### src/rtl/multivar_wait_seq.sv
`default_nettype none
// ============================================================================
// multivar_wait_seq : in-order hardware wait sequencer over NUM_VARS variables
// Optional per-step timeout when MULTIVAR_WAIT_TIMEOUT_EN is defined. Rev 1.0
// ============================================================================

module multivar_wait_seq #(
   parameter int WIDTH     = 32,
   parameter int NUM_VARS  = 3,
   parameter int NUM_STEPS = 4,
   parameter int SIGNED    = 1,
   parameter int TMO_W     = 16,
   localparam int IW  = $clog2(NUM_VARS),
   localparam int SIW = (NUM_STEPS > 1) ? $clog2(NUM_STEPS) : 1,
   localparam int TW  = 3 + 1 + 3*IW,
   localparam int SW  = 2*TW + 3
) (
   input  logic                      clk,
   input  logic                      rst,
   input  logic [NUM_VARS*WIDTH-1:0] vars,
   input  logic                      prog_we,
   input  logic [SIW-1:0]            prog_addr,
   input  logic [SW-1:0]             prog_data,
   input  logic                      start,
   input  logic                      abort,
   input  logic [TMO_W-1:0]          tmo_limit,
   output logic                      busy,
   output logic                      step_done,
   output logic [SIW-1:0]            step_idx,
   output logic                      done,
   output logic                      timeout
);

   localparam int NV = 1 << IW;
   // Flipping the top bit turns a signed compare into an unsigned one.
   localparam logic [WIDTH:0] BIAS = (SIGNED != 0) ? {1'b1, {WIDTH{1'b0}}} : '0;

   typedef enum logic {IDLE = 1'b0, WAIT = 1'b1} state_t;

   state_t           state, state_n;
   logic [SIW-1:0]   cur_step, cur_step_n;
   logic [SIW-1:0]   step_idx_n;
   logic             step_done_n, done_n;
   logic [SW-1:0]    prog_mem [NUM_STEPS];
   logic [SW-1:0]    step_word;
   logic [WIDTH-1:0] v [NV];
   logic [1:0]       term_hit;
   logic [1:0]       comb_sel;
   logic             last_flag, last_step, cond;

   function automatic logic [WIDTH:0] ext(input logic [WIDTH-1:0] x);
      return (SIGNED != 0) ? {x[WIDTH-1], x} : {1'b0, x};
   endfunction

   // Index slots beyond NUM_VARS read as zero.
   generate
      for (genvar n = 0; n < NV; n++) begin : g_vars
         if (n < NUM_VARS) begin : g_live
            assign v[n] = vars[n*WIDTH +: WIDTH];
         end else begin : g_zero
            assign v[n] = '0;
         end
      end
   endgenerate

   always_ff @(posedge clk) begin
      if (prog_we && (state == IDLE) && (int'(prog_addr) < NUM_STEPS))
         prog_mem[prog_addr] <= prog_data;
   end

   assign step_word = prog_mem[cur_step];
   assign comb_sel  = step_word[2*TW +: 2];
   assign last_flag = step_word[2*TW+2];
   assign last_step = last_flag || (cur_step == SIW'(NUM_STEPS-1));

   generate
      for (genvar t = 0; t < 2; t++) begin : g_term
         logic [TW-1:0]    tw;
         logic [IW-1:0]    li, l2i, ri;
         logic [WIDTH:0]   lhs, rhs;
         logic             hit;
         assign tw  = step_word[t*TW +: TW];
         assign li  = tw[4 +: IW];
         assign l2i = tw[4+IW +: IW];
         assign ri  = tw[4+2*IW +: IW];
         assign lhs = (ext(v[li]) + (tw[3] ? ext(v[l2i]) : '0)) ^ BIAS;
         assign rhs = ext(v[ri]) ^ BIAS;
         always_comb begin
            hit = 1'b0;
            case (tw[2:0])
               3'd0:    hit = (lhs >  rhs);
               3'd1:    hit = (lhs <  rhs);
               3'd2:    hit = (lhs == rhs);
               3'd3:    hit = (lhs != rhs);
               3'd4:    hit = (lhs >= rhs);
               3'd5:    hit = (lhs <= rhs);
               default: hit = 1'b0;
            endcase
         end
         assign term_hit[t] = hit;
      end
   endgenerate

   always_comb begin
      cond = term_hit[0];
      case (comb_sel)
         2'd1:    cond = term_hit[0] & term_hit[1];
         2'd2:    cond = term_hit[0] | term_hit[1];
         default: cond = term_hit[0];
      endcase
   end

`ifdef MULTIVAR_WAIT_TIMEOUT_EN
   logic [TMO_W-1:0] tmo_cnt, tmo_cnt_n;
   logic             timeout_n;
`else
   logic unused_tmo;
   assign unused_tmo = ^tmo_limit;
   assign timeout    = 1'b0;
`endif

   always_comb begin
      state_n     = state;
      cur_step_n  = cur_step;
      step_done_n = 1'b0;
      done_n      = 1'b0;
      step_idx_n  = step_idx;
`ifdef MULTIVAR_WAIT_TIMEOUT_EN
      tmo_cnt_n   = tmo_cnt;
      timeout_n   = timeout;
`endif
      case (state)
         IDLE: begin
            if (start) begin
               state_n    = WAIT;
               cur_step_n = '0;
`ifdef MULTIVAR_WAIT_TIMEOUT_EN
               tmo_cnt_n  = '0;
               timeout_n  = 1'b0;
`endif
            end
         end
         WAIT: begin
            if (abort) begin
               state_n = IDLE;
            end else if (cond) begin
               step_done_n = 1'b1;
               step_idx_n  = cur_step;
`ifdef MULTIVAR_WAIT_TIMEOUT_EN
               tmo_cnt_n   = '0;
`endif
               if (last_step) begin
                  done_n  = 1'b1;
                  state_n = IDLE;
               end else begin
                  cur_step_n = cur_step + 1'b1;
               end
            end
`ifdef MULTIVAR_WAIT_TIMEOUT_EN
            // This false cycle is the tmo_limit-th one spent in the step.
            else if ((tmo_limit != '0) && ((tmo_cnt + 1'b1) == tmo_limit)) begin
               timeout_n = 1'b1;
               state_n   = IDLE;
            end else begin
               tmo_cnt_n = tmo_cnt + 1'b1;
            end
`endif
         end
         default: state_n = IDLE;
      endcase
   end

   always_ff @(posedge clk) begin
      if (rst) begin
         state     <= IDLE;
         cur_step  <= '0;
         step_done <= 1'b0;
         step_idx  <= '0;
         done      <= 1'b0;
`ifdef MULTIVAR_WAIT_TIMEOUT_EN
         tmo_cnt   <= '0;
         timeout   <= 1'b0;
`endif
      end else begin
         state     <= state_n;
         cur_step  <= cur_step_n;
         step_done <= step_done_n;
         step_idx  <= step_idx_n;
         done      <= done_n;
`ifdef MULTIVAR_WAIT_TIMEOUT_EN
         tmo_cnt   <= tmo_cnt_n;
         timeout   <= timeout_n;
`endif
      end
   end

   assign busy = (state == WAIT);

endmodule

`default_nettype wire

### config.mk
export PLATFORM = sky130hd
export DESIGN_NAME = multivar_wait_seq
export DESIGN_NICKNAME = d
export VERILOG_FILES = /design/src/rtl/multivar_wait_seq.sv
export SDC_FILE = /design/constraint.sdc
export NUM_CORES = 1
export LEC_CHECK = 0
export ABC_AREA = 1
export BUFFER_PORTS_ARGS = -buffer_cell sky130_fd_sc_hd__buf_2
export CORE_ASPECT_RATIO = 0.75
export CORE_MARGIN = 4
export CORE_UTILIZATION = 40
export CTS_BUF_LIST = sky130_fd_sc_hd__clkbuf_16
export DETAILED_ROUTE_END_ITERATION = 6
export PLACE_DENSITY = 0.64
export SETUP_SLACK_MARGIN = 0.5
export SYNTH_ARGS = -nofsm -noshare
export SYNTH_HDL_FRONTEND = slang
export SYNTH_SLANG_ARGS = --single-unit
### constraint.sdc
create_clock -name clk -period 5.85 [get_ports clk]
set_input_delay 0 -clock clk [delete_from_list [all_inputs] [get_ports clk]]
set_output_delay 0 -clock clk [all_outputs]
set_load 0.03 [all_outputs]
# Word-level counts from Yosys, hierarchy flattened
# Memories as Yosys holds them, arrays and structs flattened. A register that Yosys moved wholly into a read port is not among the register bits.
# Cells that the tools add are included.
[classes]
n_addsub = 3
n_lt_le_gt_ge = 14
eq_ne = 21
muxes = 39
bitwise = 15
reduce_logical = 8
[op_table]
columns = ["op", "n"]
rows = [
  ["$bmux 32 s2", 6],
  ["$mux 32", 12],
  ["$add 33x33->33", 2],
  ["$eq 33x33->1", 2],
  ["$ge 33x33->1", 2],
  ["$gt 33x33->1", 2],
  ["$le 33x33->1", 2],
  ["$lt 33x33->1", 2],
  ["$mux 33", 2],
  ["$ne 33x33->1", 2],
  ["$ge 3x3->1 const B", 6],
  ["$not 2->3", 6],
  ["$eq 3x2->1 const B", 4],
  ["$eq 3x3->1 const B", 4],
  ["$mux 2", 6],
  ["$pmux 1 s6", 2],
  ["$mux 1", 8],
  ["$not 1->1", 7],
  ["$eq 3x1->1 const B", 2],
  ["$logic_not 3->1", 2],
  ["$ne 2x2->1 const B", 3],
  ["$eq 2x2->1 const B", 2],
  ["$pmux 1 s2", 2],
  ["$pmux 2 s2", 1],
  ["11 further kinds", 11],
]
[totals]
ff_bits = 7
ramBits = 92
inputBits = 142
wordCells = 106
memories = 1
[mem_list]
columns = ["memory", "depth", "width", "read_ports", "rd_ports_with_merged_regs", "write_ports", "line_no", "text"]
rows = [
  ["prog_mem", 4, 23, 1, 1, 1, "44", "logic [SW-1:0] prog_mem [NUM_STEPS];"],
]

# Logic depth before layout (Yosys ltp)
# Gate-level depths: netlist (run 1).
[depth]
ltp_word = 16
mapped_depth = 46

# Worst setup path before layout (run 1)
# OpenSTA, ideal clock, no wires.
[synth_path]
kind = "reg2reg"
from = "register (tool-made name)"
to = "register (tool-made name)"
setup_ps = 116
t_arrival_ps = 5149
required_ps = 5734
setup_slack_ps = 585
stages_incl_launch_ff = 44
path_buffers = 4
synth_period_minus_slack_ps = 5265
path_cell_list = "dfxtp_1 -> buf_4 -> buf_6 -> buf_6 -> or2_1 -> a32oi_2 -> inv_2 -> buf_6 -> a211oi_1 -> nor3_1 -> ha_1 -> fa_1 -> nand3_1 -> nand2_1 -> a21oi_2 -> o21bai_1 -> a21oi_2 -> o21ai_2 -> [... 8 more ...] -> ha_1 -> nand2_1 -> nor2_1 -> nand2_1 -> nor2_1 -> nand3_1 -> nand2_1 -> nor2_1 -> nand2_1 -> nand3_1 -> nand3b_1 -> nand2_1 -> nand2_1 -> nand2_1 -> nand2_1 -> nand3_1 -> nor2_1 -> nor2_1"

==> results.md, run 1 <==
* Worst EP arrival at between 5 and 6 ns
* DR iter-0 viols at between 1500 and 2000
* Pre-antenna DRT Iters at 7
* Mapped Area at roughly 0.013 mm^2
* Logic pwr share at roughly 69%
* Gate Count Post-Synth at between 1500 and 2000
* Residual DRC at 2
* Setup Skew at 0.00825 ns
* Critical path required time at about 6 ns
* Initial Util at a little over 40%
* Worst Hold Endpoint: cur_step[0]
* Yosys cell types at 47
* Net Switching at roughly 2200 uW
* Synth top area share at 21.3%
* Final Cell Area at between 0.015 and 0.02 mm^2
* Flop pwr share at between 10% and 20%
* Post-Syn Nets at about 2200
* Setup crit start kind: register
* Dpl ws at -0.153 ns
* Fmax at ~0.18 GHz
* CP Capture Type: register
* First-pass GRT wire length at 81200 um
* H-tree Lvls at 3
* Fin crit period at ~5.5 ns
* Clock transition at path regs at around 0.070 ns
* Crit path top cell by count: nand2_1
* Final ANT Viol Nets at 0
* Largest net degree at the start of global routing at 70
* Clock power share at a little over an eighth
* Max-Cap Viols at 0
* Sw frac at 47.9%
* Final hold vios at 0
* Min-Delay Path Class: in2reg
* CTS Buf Count at 9
* Setup-failing EPs final at 0
* Flop-to-flop setup slack at between 0.3 and 0.4 ns
* Static Leakage at about 0.0073 uW
* Synth Warn # at 0
* Area leader, netlist: edfxtp_1
* Die H at about 160 um
* CORE AREA at approximately 0.032 mm^2
* Top_reg_cell synth: edfxtp_1
* Dpl cell area at approximately 0.015 mm^2
* Reg2reg path depth at 35
* Placed wire-length estimate at just over 40000 um
* Post-route worst setup slack at 0.304 ns
* Relative slew slack at between 40% and 50%
* Port Buf Inserts at 130
* Vias in the first global route at around 14000
* Vias/cell at 5.96
* Final Slew Violations at 0
* Num ports at between 100 and 150
* Synth async-reset ratio at 0%
* GRT Util Overall at around 29%
* RSZ-0062 raised after global routing: true
* Syn_area_per_cell at 6.85 um^2
* Hold wc startpoint: abort
* Area delta synth->final at 27.6%
* Final cell utilization of the core at 52.4%
* Initial antenna violation count at 2
* Die X at between 200 and 250 um
* Internal at between 2000 and 2500 uW
* # clock sinks at between 100 and 150
* Maximum fanout along the worst path at 25
* Site Rows at 56
* Worst skew pair latency at 0.35 ns
* PD cells at roughly 280 mW/mm^2
* Failing checks: DRC
* Setup TNS Final at 0 ns
* Critical Path Max Stage Delay at about 0.5 ns
* Die area at between 0.03 and 0.04 mm^2
* Nets@finish at 2431
* Root Buffer: clkbuf_16
* Total congestion overflow at 0
* # diodes at 0
* Maximum clock path buffer count at 2
* Post-synthesis sequential area ratio at about 23%
* Final Wtd Congestion at between 1 and 1.5
* Worst-Margin Slew at between 0.7 and 0.8 ns
* Synth Register Bits at around 100
* Wire length per cell at about 21 um
* Via count at about 15000
* Worst hold stages at 5
* Top post-synthesis cells by area: edfxtp_1, ha_1, nand2_1
* Routed WL at ~53000 um
* Layout cells sized above 1 at between 20% and 30%
* Status: finished with violations
* Slowest CP cell: o32ai_1
* CTS tree: yes
* Peak VDD IR at approximately 0.16 mV
* R2R Path End: cur_step[1]
* Period utilisation layout at 94.8%
* Fillcell total at a little over 3000
* CP Class: reg2reg
* Number of synthesized flops with an enable pin at 92
## layout by cell type (no fill, tap or decap), types with 77 or more instances in the layout
| cell type | n |
|---|---|
| o21ai_0 | 77 |
| inv_1 | 146 |
| buf_2 | 130 |
| nand2_1 | 349 |
| edfxtp_1 | 92 |
| a21oi_1 | 214 |
| ha_1 | 129 |
| buf_4 | 165 |
| nand3_1 | 95 |
| nor2_1 | 226 |
## power by group through the flow
| stage | clock (uW) | sequential, uW | combinational, uW |
|---|---|---|---|
| after floorplan | 0 | 836 | 1820 |
| after global placement | 0 | 834 | 2810 |
| after detailed placement | 0 | 834 | 2840 |
| after CTS | 629 | 818 | 3020 |
| after global routing | 671 | 820 | 3510 |
| final | 618 | 819 | 3210 |
## metrics by stage
step / power [uW] / hold slack [ns] / cells
2_1_floorplan: 2650 / 0.0691 / 1894
3_3_place_gp: 3650 / 0.216 / 2521
3_5_place_dp: 3680 / 0.226 / 2521
4_1_cts: 4470 / 0.0110 / 2583
5_1_grt: 5000 / 0.0733 / 2594
6_report: 4640 / 0.0569 / 2594
## cells by family (layout without fill, tap and decap cells)
logic type	after synthesis	after routing	synth area share (%)
fa+ha+maj	135	135	13.1
xor+xnor	59	59	3.98
other cells	1	1	0.0289
simple gates	771	771	24.1
buf+inv	260	525	8.40
flops	101	101	22.7
compound gates	567	567	27.7
## worst max-delay path: cells and delay by family (launching register included)
| family | cells | cell delay, ns |
|---|---|---|
| simple gates | 23 | 2.65 |
| fa+ha+maj | 2 | 0.68 |
| compound gates | 3 | 0.62 |
| buf+inv | 7 | 1.09 |
| flops | 1 | 0.38 |
## per-layer routing
layer | vias up | global-route usage (%) | wire (um)
met5 | - | 0 | 28
met4 | 4 | 6.14 | 1010
met3 | 90 | 7.06 | 5600
met2 | 867 | 41.7 | 21600
met1 | 7225 | 43.2 | 25000
li1 | 7263 | - | -
## final cells by class
class | count | area [um^2] | share of cell area (%)
Sequential cell | 101 | 2950 | 17.8
Timing Repair Buffer | 351 | 2660 | 16.0
Tap cell | 435 | 544 | 3.29
Clock inverter | 7 | 85.1 | 0.514
Clock buffer | 9 | 225 | 1.36
Inverter | 158 | 603 | 3.65
Multi-Input combinational cell | 1533 | 9490 | 57.3
## registers in the layout, summed over array words and instances (netlist names), named ones only
| signal | flops |
|---|---|
| cur_step | 2 |
| done | 1 |
| busy | 1 |
| step_done | 1 |
| step_idx | 2 |
| prog_mem | 92 |
## synthesized netlist by cell type, types with 3 or more instances
cell type  number
nand4_1        11
o21ai_1        25
o211ai_1        4
nand3b_1        3
or2_2           3
inv_1         150
nor3_1         15
inv_2           8
nor4_1          8
a2111oi_0       3
buf_1           7
buf_6           9
o32ai_1        64
o21ai_2         5
nand3_1       103
dfxtp_1         9
o22ai_1         7
o21ai_0        91
nor2_1        242
o21a_1         13
nand2_1       380
buf_2          31
a21oi_2         9
xor2_1         42
a32oi_1        63
or2_1           5
a221oi_1        4
clkbuf_1       53
ha_1          133
o2111ai_1       4
a21o_1          9
a32o_1          7
a31oi_1         3
a21oi_1       240
o21bai_1        7
edfxtp_1       92
xnor2_1        17
## what timing repair did
item                                   in CTS  in global routing
endpoints found under the hold margin      97                  0
cloned                                      2                  1
pin swaps                                  42                 57
setup endpoints to repair                   9                  9
setup buffers                              19                 10
hold buffers                               25                  0
gates resized for setup                   121                 65
## worst max-delay path by stage
stage / start / end / slack (ns) / cells after the start
2_1_floorplan: register / register / 0.58 / 43
3_3_place_gp: register / register / -0.02 / 37
3_5_place_dp: register / cur_step[1] / -0.15 / 39
4_1_cts: register / cur_step[0] / 0.42 / 36
5_1_grt: register / cur_step[1] / -0.05 / 44
6_report: register / cur_step[1] / 0.30 / 35
(Power assumes the default switching activity.)
==> run 2, diff against run 1 <==
Settings changed: ABC_AREA 1 to 0, PLACE_DENSITY 0.64 to 0.69, TNS_END_PERCENT set to 50.
==> run 2 against run 1 <==
- the flow finishes with violations (setup timing)
- count of clock-buffer cells in the layout did not move
- cell count fell by 11%
- clock power fell by 6.5%
- total power fell by 49%
- die area fell by 3.6%
- sequential share of layout area rose by 0.071 points
- synthesized area fell by 3.7%
- flip-flop and latch count did not move
- critical path depth fell by 6
==> results.md, run 2 <==
* PD cells at 143 mW/mm^2 (-49%)
* Placed wire-length estimate at 33500 um (-17%)
* Max-Cap Viols at 0 (unchanged)
* Crit path top cell by count: a21oi_2
* Wire length per cell at 19.3 um (-6.1%)
* Site Rows at 55 (-1.8%)
* Pre-antenna DRT Iters at 6 (-1)
* Setup Skew at 0.00694 ns (-0.00131 ns)
* Synth top cells by count: a21oi_1, nand2_1, nor2_1, mux2i_1, ha_1
* Most common cell after layout, fill and taps aside: a21oi_1
* Vias/cell at 5.88 (-1.3%)
* Slowest CP cell: o311a_4
* Final Wtd Congestion at 0.980 (-4.9%)
* WHS at 0.127 ns (+0.0696 ns)
* Cell with the most instances after synthesis: a21oi_1
* Synth async-reset ratio at 0% (unchanged)
* Setup crit start kind: register
* Period utilisation layout at 112% (+17 points)
* Final Cell Area at 0.0165 mm^2 (-0.27%)
* Max reg flops at 92 (unchanged)
* H-tree Lvls at 3 (unchanged)
* First-pass GRT wire length at 68400 um (-16%)
* Clock transition at path regs at 0.07 ns (about the same)
* Initial Util at 41.0% (-0.080 points)
* Reg2reg path depth at 29 (-17%)
* # diodes at 0 (unchanged)
* Root Buffer: clkbuf_16
* Worst EP arrival at 6.76 ns (+0.97 ns)
* Port Buf Inserts at 130 (unchanged)
* Worst-Margin Slew at 0.753 ns (-0.0205 ns)
* Routed WL at 44400 um (-17%)
* Vias in the first global route at 12770 (-10%)
* Final hold vios at 0 (unchanged)
* Register with the most flip-flops: prog_mem
* Gate Count Post-Synth at 1573 (-17%)
* Commonest cells after routing, fill and taps aside: a21oi_1, nand2_1, buf_4
* Maximum fanout along the worst path at 7 (-72%)
* Top Registers: prog_mem (92), cur_step (2), step_idx (2)
* Worst skew pair latency at 0.35 ns (about the same)
* Fin crit period at 6.52 ns (+0.978 ns)
* Critical Path Max Stage Delay at 0.42 ns (-0.08 ns)
* Relative slew slack at 49.6% (+1.2 points)
* Area delta synth->final at 32.1%
* Die area at 0.0341 mm^2 (-3.6%)
* Via count at 13539 (-12%)
* Final Slew Violations at 0 (unchanged)
* Flop-to-flop setup slack at -0.67 ns (-0.98 ns)
* Final ANT Viol Nets at 0 (unchanged)
* Post-synthesis sequential area ratio at 23.6% (+0.88 points)
* Fmax at 0.153 GHz (-15%)
* Maximum clock path buffer count at 2 (unchanged)
* CP Capture Type: register
* Synth Register Bits at 101 (unchanged)
* Initial antenna violation count at 0 (-2)
* Die H at 161 um (-1.8%)
* Synth top area share at 22.1% (+0.82 points)
* Post-Syn Nets at 1850 (-15%)
* Mapped Area at 0.0125 mm^2 (-3.7%)
* CTS Buf Count at 9 (unchanged)
* DR iter-0 viols at 1425 (-18%)
* CP Class: reg2reg
* Syn_area_per_cell at 7.94 um^2 (+16%)
* Top_reg_cell synth: edfxtp_1
* Synth Warn # at 0 (unchanged)
* # clock sinks at 101 (unchanged)
* Status: finished with violations
* Total congestion overflow at 0 (unchanged)
* Nets@finish at 2176 (-10%)
* Residual DRC at 0 (-2)
* Area leader, netlist: edfxtp_1
* Layout cells sized above 1 at 27.4% (+4.8 points)
* CORE AREA at 0.0305 mm^2 (-3.5%)
* Setup-failing EPs final at 9 (+9)
* GRT Util Overall at 24.7% (-4.1 points)
* Failing checks: setup timing
* Number of synthesized flops with an enable pin at 92 (unchanged)
* Critical path required time at 6.08 ns (-0.02 ns)
* Peak VDD IR at 0.170 mV (+8.8%)
* RSZ-0062 raised after global routing: true
* Yosys cell types at 73 (+55%)
* Dpl cell area at 0.0151 mm^2 (+0.29%)
* Static Leakage at 0.00751 uW (+2.5%)
* Die X at 212 um (-1.8%)
* Largest net degree at the start of global routing at 34 (-51%)
* Setup TNS Final at -5.40 ns (-5.40 ns)
* Num ports at 148 (unchanged)
* Min-Delay Path Class: in2reg
* Post-route worst setup slack at -0.674 ns (-0.978 ns)
* Fillcell total at 2787 (-9.5%)
* CTS tree: yes
* Top post-synthesis cells by area: edfxtp_1, ha_1, mux2i_1
[run 2: changes by cell type in the layout (fill, tap and decap cells not counted), moves of 59 or more]
cell	change
mux2i_1	+134
inv_1	-116
nand2_1	-114
nand3_1	-78
a32oi_1	-63
o32ai_1	-63
nor2_1	-59
[run 2: worst min-delay path by stage]
stage | start | to | cells after the start
after floorplan | prog_data[0] | prog_mem[0][0] | 0
after global placement | prog_data[9] | prog_mem[2][9] | 1
after detailed placement | prog_data[13] | prog_mem[2][13] | 1
after CTS | abort | busy | 5
after global routing | abort | busy | 5
final | abort | busy | 5
[run 2: where the power goes]
group / internal (uW) / leakage, uW / total, uW / switching, uW
Sequential: 809 / 0.000915 / 814 / 5.64
Clock: 329 / 0.000141 / 578 / 249
Combinational: 428 / 0.00646 / 970 / 542
[run 2: critical path, delay by kind of cell (launching register included)]
family / cells / cell delay [ns]
AOI/OAI and AO/OA: 14 / 2.99
adders and majority gates: 2 / 0.53
buffers and inverters: 3 / 0.47
DFF: 1 / 0.40
muxes: 2 / 0.67
and+or+nand+nor: 8 / 1.35
[run 2: kinds of logic (layout without fill, tap and decap cells)]
| family | after synthesis | count (layout) | share of synthesized area (%) |
|---|---|---|---|
| AO/OA/AOI/OAI | 484 | 484 | 22.2 |
| XOR/XNOR | 58 | 58 | 4.07 |
| adder cells (fa/ha/maj) | 135 | 135 | 13.6 |
| buffers and inverters | 116 | 447 | 3.61 |
| flip-flops | 101 | 101 | 23.6 |
| multiplexers | 163 | 163 | 15.1 |
| other | 1 | 1 | 0.0300 |
| AND/OR/NAND/NOR | 515 | 515 | 17.8 |
[run 2: stage by stage]
step | total power [uW] | instances | util (%) | setup WS, ns
finish | 2360 | 2303 | 54.1 | -0.674
global route | 2480 | 2303 | 54.1 | -0.929
CTS | 2320 | 2281 | 52.7 | -0.562
detailed placement | 1710 | 2219 | 49.5 | -0.929
global placement | 1690 | 2219 | 49.5 | -0.743
floorplan | 1350 | 1573 | - | -0.443
[run 2: cell type report]
cell class	instances	area [um^2]	area share (%)
Sequential cell	101	2950	17.9
Clock buffer	9	225	1.36
Timing Repair Buffer	402	3030	18.3
Inverter	29	109	0.660
Clock inverter	7	66.3	0.402
Tap cell	399	499	3.03
Multi-Input combinational cell	1356	9620	58.3
[run 2: per-layer routing]
| layer | global-route usage, % | routed length [um] | share of wire [%] | vias up |
|---|---|---|---|---|
| met2 | 38.2 | 19600 | 44 | 674 |
| li1 | - | - | - | 6397 |
| met5 | 0 | 0 | 0 | - |
| met3 | 5.71 | 4420 | 10 | 55 |
| met4 | 4.74 | 676 | 1.5 | 0 |
| met1 | 35.4 | 19700 | 44 | 6413 |
[run 2: repair_timing]
action	4_1_cts	5_1_grt
pin swaps	27	48
hold buffers	24	0
hold endpoints to repair	94	0
gates cloned	1	1
setup buffers	21	21
setup endpoints to repair	9	9
resized for setup	63	75
==> run 3, diff against run 2 <==
Settings changed: ABC_AREA 0 to 1, GPL_ROUTABILITY_DRIVEN set to 1.
==> run 3 against run 2 <==
- the flow now finishes without violations
- worst hold slack lost 0.071 ns
- cell count increased by 14%
- flip-flop and latch count is the same
- largest cell class unchanged
- non-clock buffer count down 24
- highest routed layer is now met5
- first-iteration DRC count is 45% higher
- largest power group unchanged
- critical path type unchanged
- die area up 3.7%
- count of clock-buffer cells in the layout stayed put
- fmax rose by 15%
- clock skew is essentially flat
==> results.md, run 3 (synthesis gave the netlist of run 1 again) <==
* Status: finished clean
* Register with the most flip-flops: prog_mem
* Vias/cell at 6.04 (+2.7%)
* Num ports at 148 (unchanged)
* Period utilisation layout at 97.2% (-14 points)
* # clock sinks at 101 (unchanged)
* Dpl cell area at 0.0152 mm^2 (+0.84%)
* Fin crit period at 5.69 ns (-0.837 ns)
* Placed wire-length estimate at 39900 um (+19%)
* CP Class: reg2reg
* Fillcell total at 3020 (+8.4%)
* Residual DRC at 0 (unchanged)
* Final Slew Violations at 0 (unchanged)
* Area delta synth->final at 32.6%
* Clock transition at path regs at 0.07 ns (about the same)
* GRT Util Overall at 29.0% (+4.4 points)
* Commonest cells after routing, fill and taps aside: nand2_1, nor2_1, a21oi_1
* Internal at 2580 uW (+65%)
* PD cells at 284 mW/mm^2 (+98%)
* Max-Cap Viols at 0 (unchanged)
* Initial antenna violation count at 3 (+3)
* Port Buf Inserts at 130 (unchanged)
* Clock power share at 13.0% (-12 points)
* CTS tree: yes
* Slowest CP cell: dfxtp_4
* Wire length per cell at 20.9 um (+8.5%)
* Dpl ws at -0.358 ns (+0.571 ns)
* Max reg flops at 92 (unchanged)
* Post-route worst setup slack at 0.162 ns (+0.837 ns)
* Worst EP arrival at 5.97 ns (-0.79 ns)
* Die H at 164 um (+1.8%)
* Peak VDD IR at 0.176 mV (+3.6%)
* Top Registers: prog_mem (92), cur_step (2), step_idx (2)
* Total congestion overflow at 0 (unchanged)
* # diodes at 0 (unchanged)
* Setup-failing EPs final at 0 (-9)
* Vias in the first global route at 14570 (+14%)
* Site Rows at 56 (+1.8%)
* Maximum fanout along the worst path at 22 (+15)
* Critical Path Max Stage Delay at 0.37 ns (-0.05 ns)
* Initial Util at 41.0% (+0.080 points)
* Most common cell after layout, fill and taps aside: nand2_1
* Flop pwr share at 16.8% (-18 points)
* Setup Skew at 0.00678 ns (-0.000166 ns)
* Via count at 15825 (+17%)
* Static Leakage at 0.00762 uW (+1.4%)
* Pre-antenna DRT Iters at 6 (unchanged)
* First-pass GRT wire length at 82200 um (+20%)
* CORE AREA at 0.0316 mm^2 (+3.7%)
* CP Capture Type: register
* Final Cell Area at 0.0172 mm^2 (+4.2%)
* Net Switching at 2300 uW (+190%)
* Final Wtd Congestion at 1.01 (+3.0%)
* Final ANT Viol Nets at 0 (unchanged)
* Largest net degree at the start of global routing at 70 (+110%)
* Final hold vios at 0 (unchanged)
* Root Buffer: clkbuf_16
* DR iter-0 viols at 2069 (+45%)
* Min-Delay Path Class: in2reg
* Worst skew pair latency at 0.35 ns (about the same)
* Setup crit start kind: register
* Fmax at 0.176 GHz (+15%)
* Logic pwr share at 70.2% (+29 points)
* CTS Buf Count at 9 (unchanged)
* RSZ-0062 raised after global routing: true
* Die area at 0.0354 mm^2 (+3.7%)
* Critical path required time at 6.14 ns (+0.06 ns)
* Setup TNS Final at 0 ns (+5.40 ns)
* Sw frac at 47.1% (+13 points)
* Relative slew slack at 23.0% (-27 points)
* Die X at 216 um (+1.8%)
* Maximum clock path buffer count at 2 (unchanged)
* Worst-Margin Slew at 1.15 ns (+0.401 ns)
* Layout cells sized above 1 at 25.2% (-2.2 points)
* H-tree Lvls at 3 (unchanged)
* Nets@finish at 2458 (+13%)
* Routed WL at 54800 um (+24%)
==> run 3: changes by cell type in the layout (fill, tap and decap cells not counted), moves of 62 or more <==
| cell | change |
|---|---|
| a32oi_1 | +63 |
| inv_1 | +118 |
| o32ai_1 | +62 |
| mux2i_1 | -134 |
| nand3_1 | +78 |
| nand2_1 | +109 |
==> run 3: area by class of cell <==
cell class                 instances  area [um^2]  share of cell area, %
clock buffer                       9          225                   1.31
clock inverter                     7         95.1                  0.553
inverter                         158          601                   3.49
multi-input combinational       1533         9720                   56.5
sequential                       101         2950                   17.1
tap                              435          544                   3.17
timing repair buffer             378         3060                   17.8
==> run 3: power groups by stage <==
stage	clock network, uW	logic, uW	registers [uW]
6_report	633	3430	819
5_1_grt	684	3710	820
3_3_place_gp	0	2840	834
2_1_floorplan	0	1820	836
4_1_cts	644	3160	819
3_5_place_dp	0	2880	834
==> run 3: path summary, 6_finish.rpt <==
kind	from	endpoint	slack [ns]	cells past startpoint
max reg2reg	register	step_idx[0]	0.16	37
max	register	step_idx[0]	0.16	37
min reg2reg	step_idx[1]	step_idx[1]	0.47	2
min	abort	done	0.06	4
==> run 3: per-stage QoR <==
stage          total power, uW  hold slack (ns)  util, %  instances
3_5_place_dp              3710            0.219     48.1       2532
6_report                  4880           0.0553     54.4       2621
4_1_cts                   4620          -0.0552     52.7       2603
3_3_place_gp              3670            0.216     48.1       2532
2_1_floorplan             2650           0.0691        -       1894
5_1_grt                   5210           0.0788     54.4       2621
==> run 3: critical path, delay by kind of cell (launching register included) <==
kind / cells / cell delay, ns
compound gates: 9 / 1.86
xor+xnor: 1 / 0.10
fa+ha+maj: 2 / 0.58
buf+inv: 7 / 1.03
flops: 1 / 0.37
simple gates: 18 / 1.67
==> run 3: per-layer routing <==
metal | global-route usage (%) | share of wire, % | vias up | wire length (um)
li1 | - | - | 7325 | -
met1 | 43.5 | 44 | 7382 | 24300
met2 | 43.2 | 42 | 994 | 22900
met3 | 5.46 | 11 | 118 | 6270
met4 | 6.98 | 2.4 | 6 | 1310
met5 | 0 | 0.073 | - | 40
==> run 3: repair_timing <==
action                                  CTS  global route
hold buffers                             25             1
gates cloned                              3             5
gates resized for setup                 148            85
endpoints found under the setup margin    9             9
endpoints found under the hold margin    97             4
buffers inserted                         27            12
pin swaps                                93            93
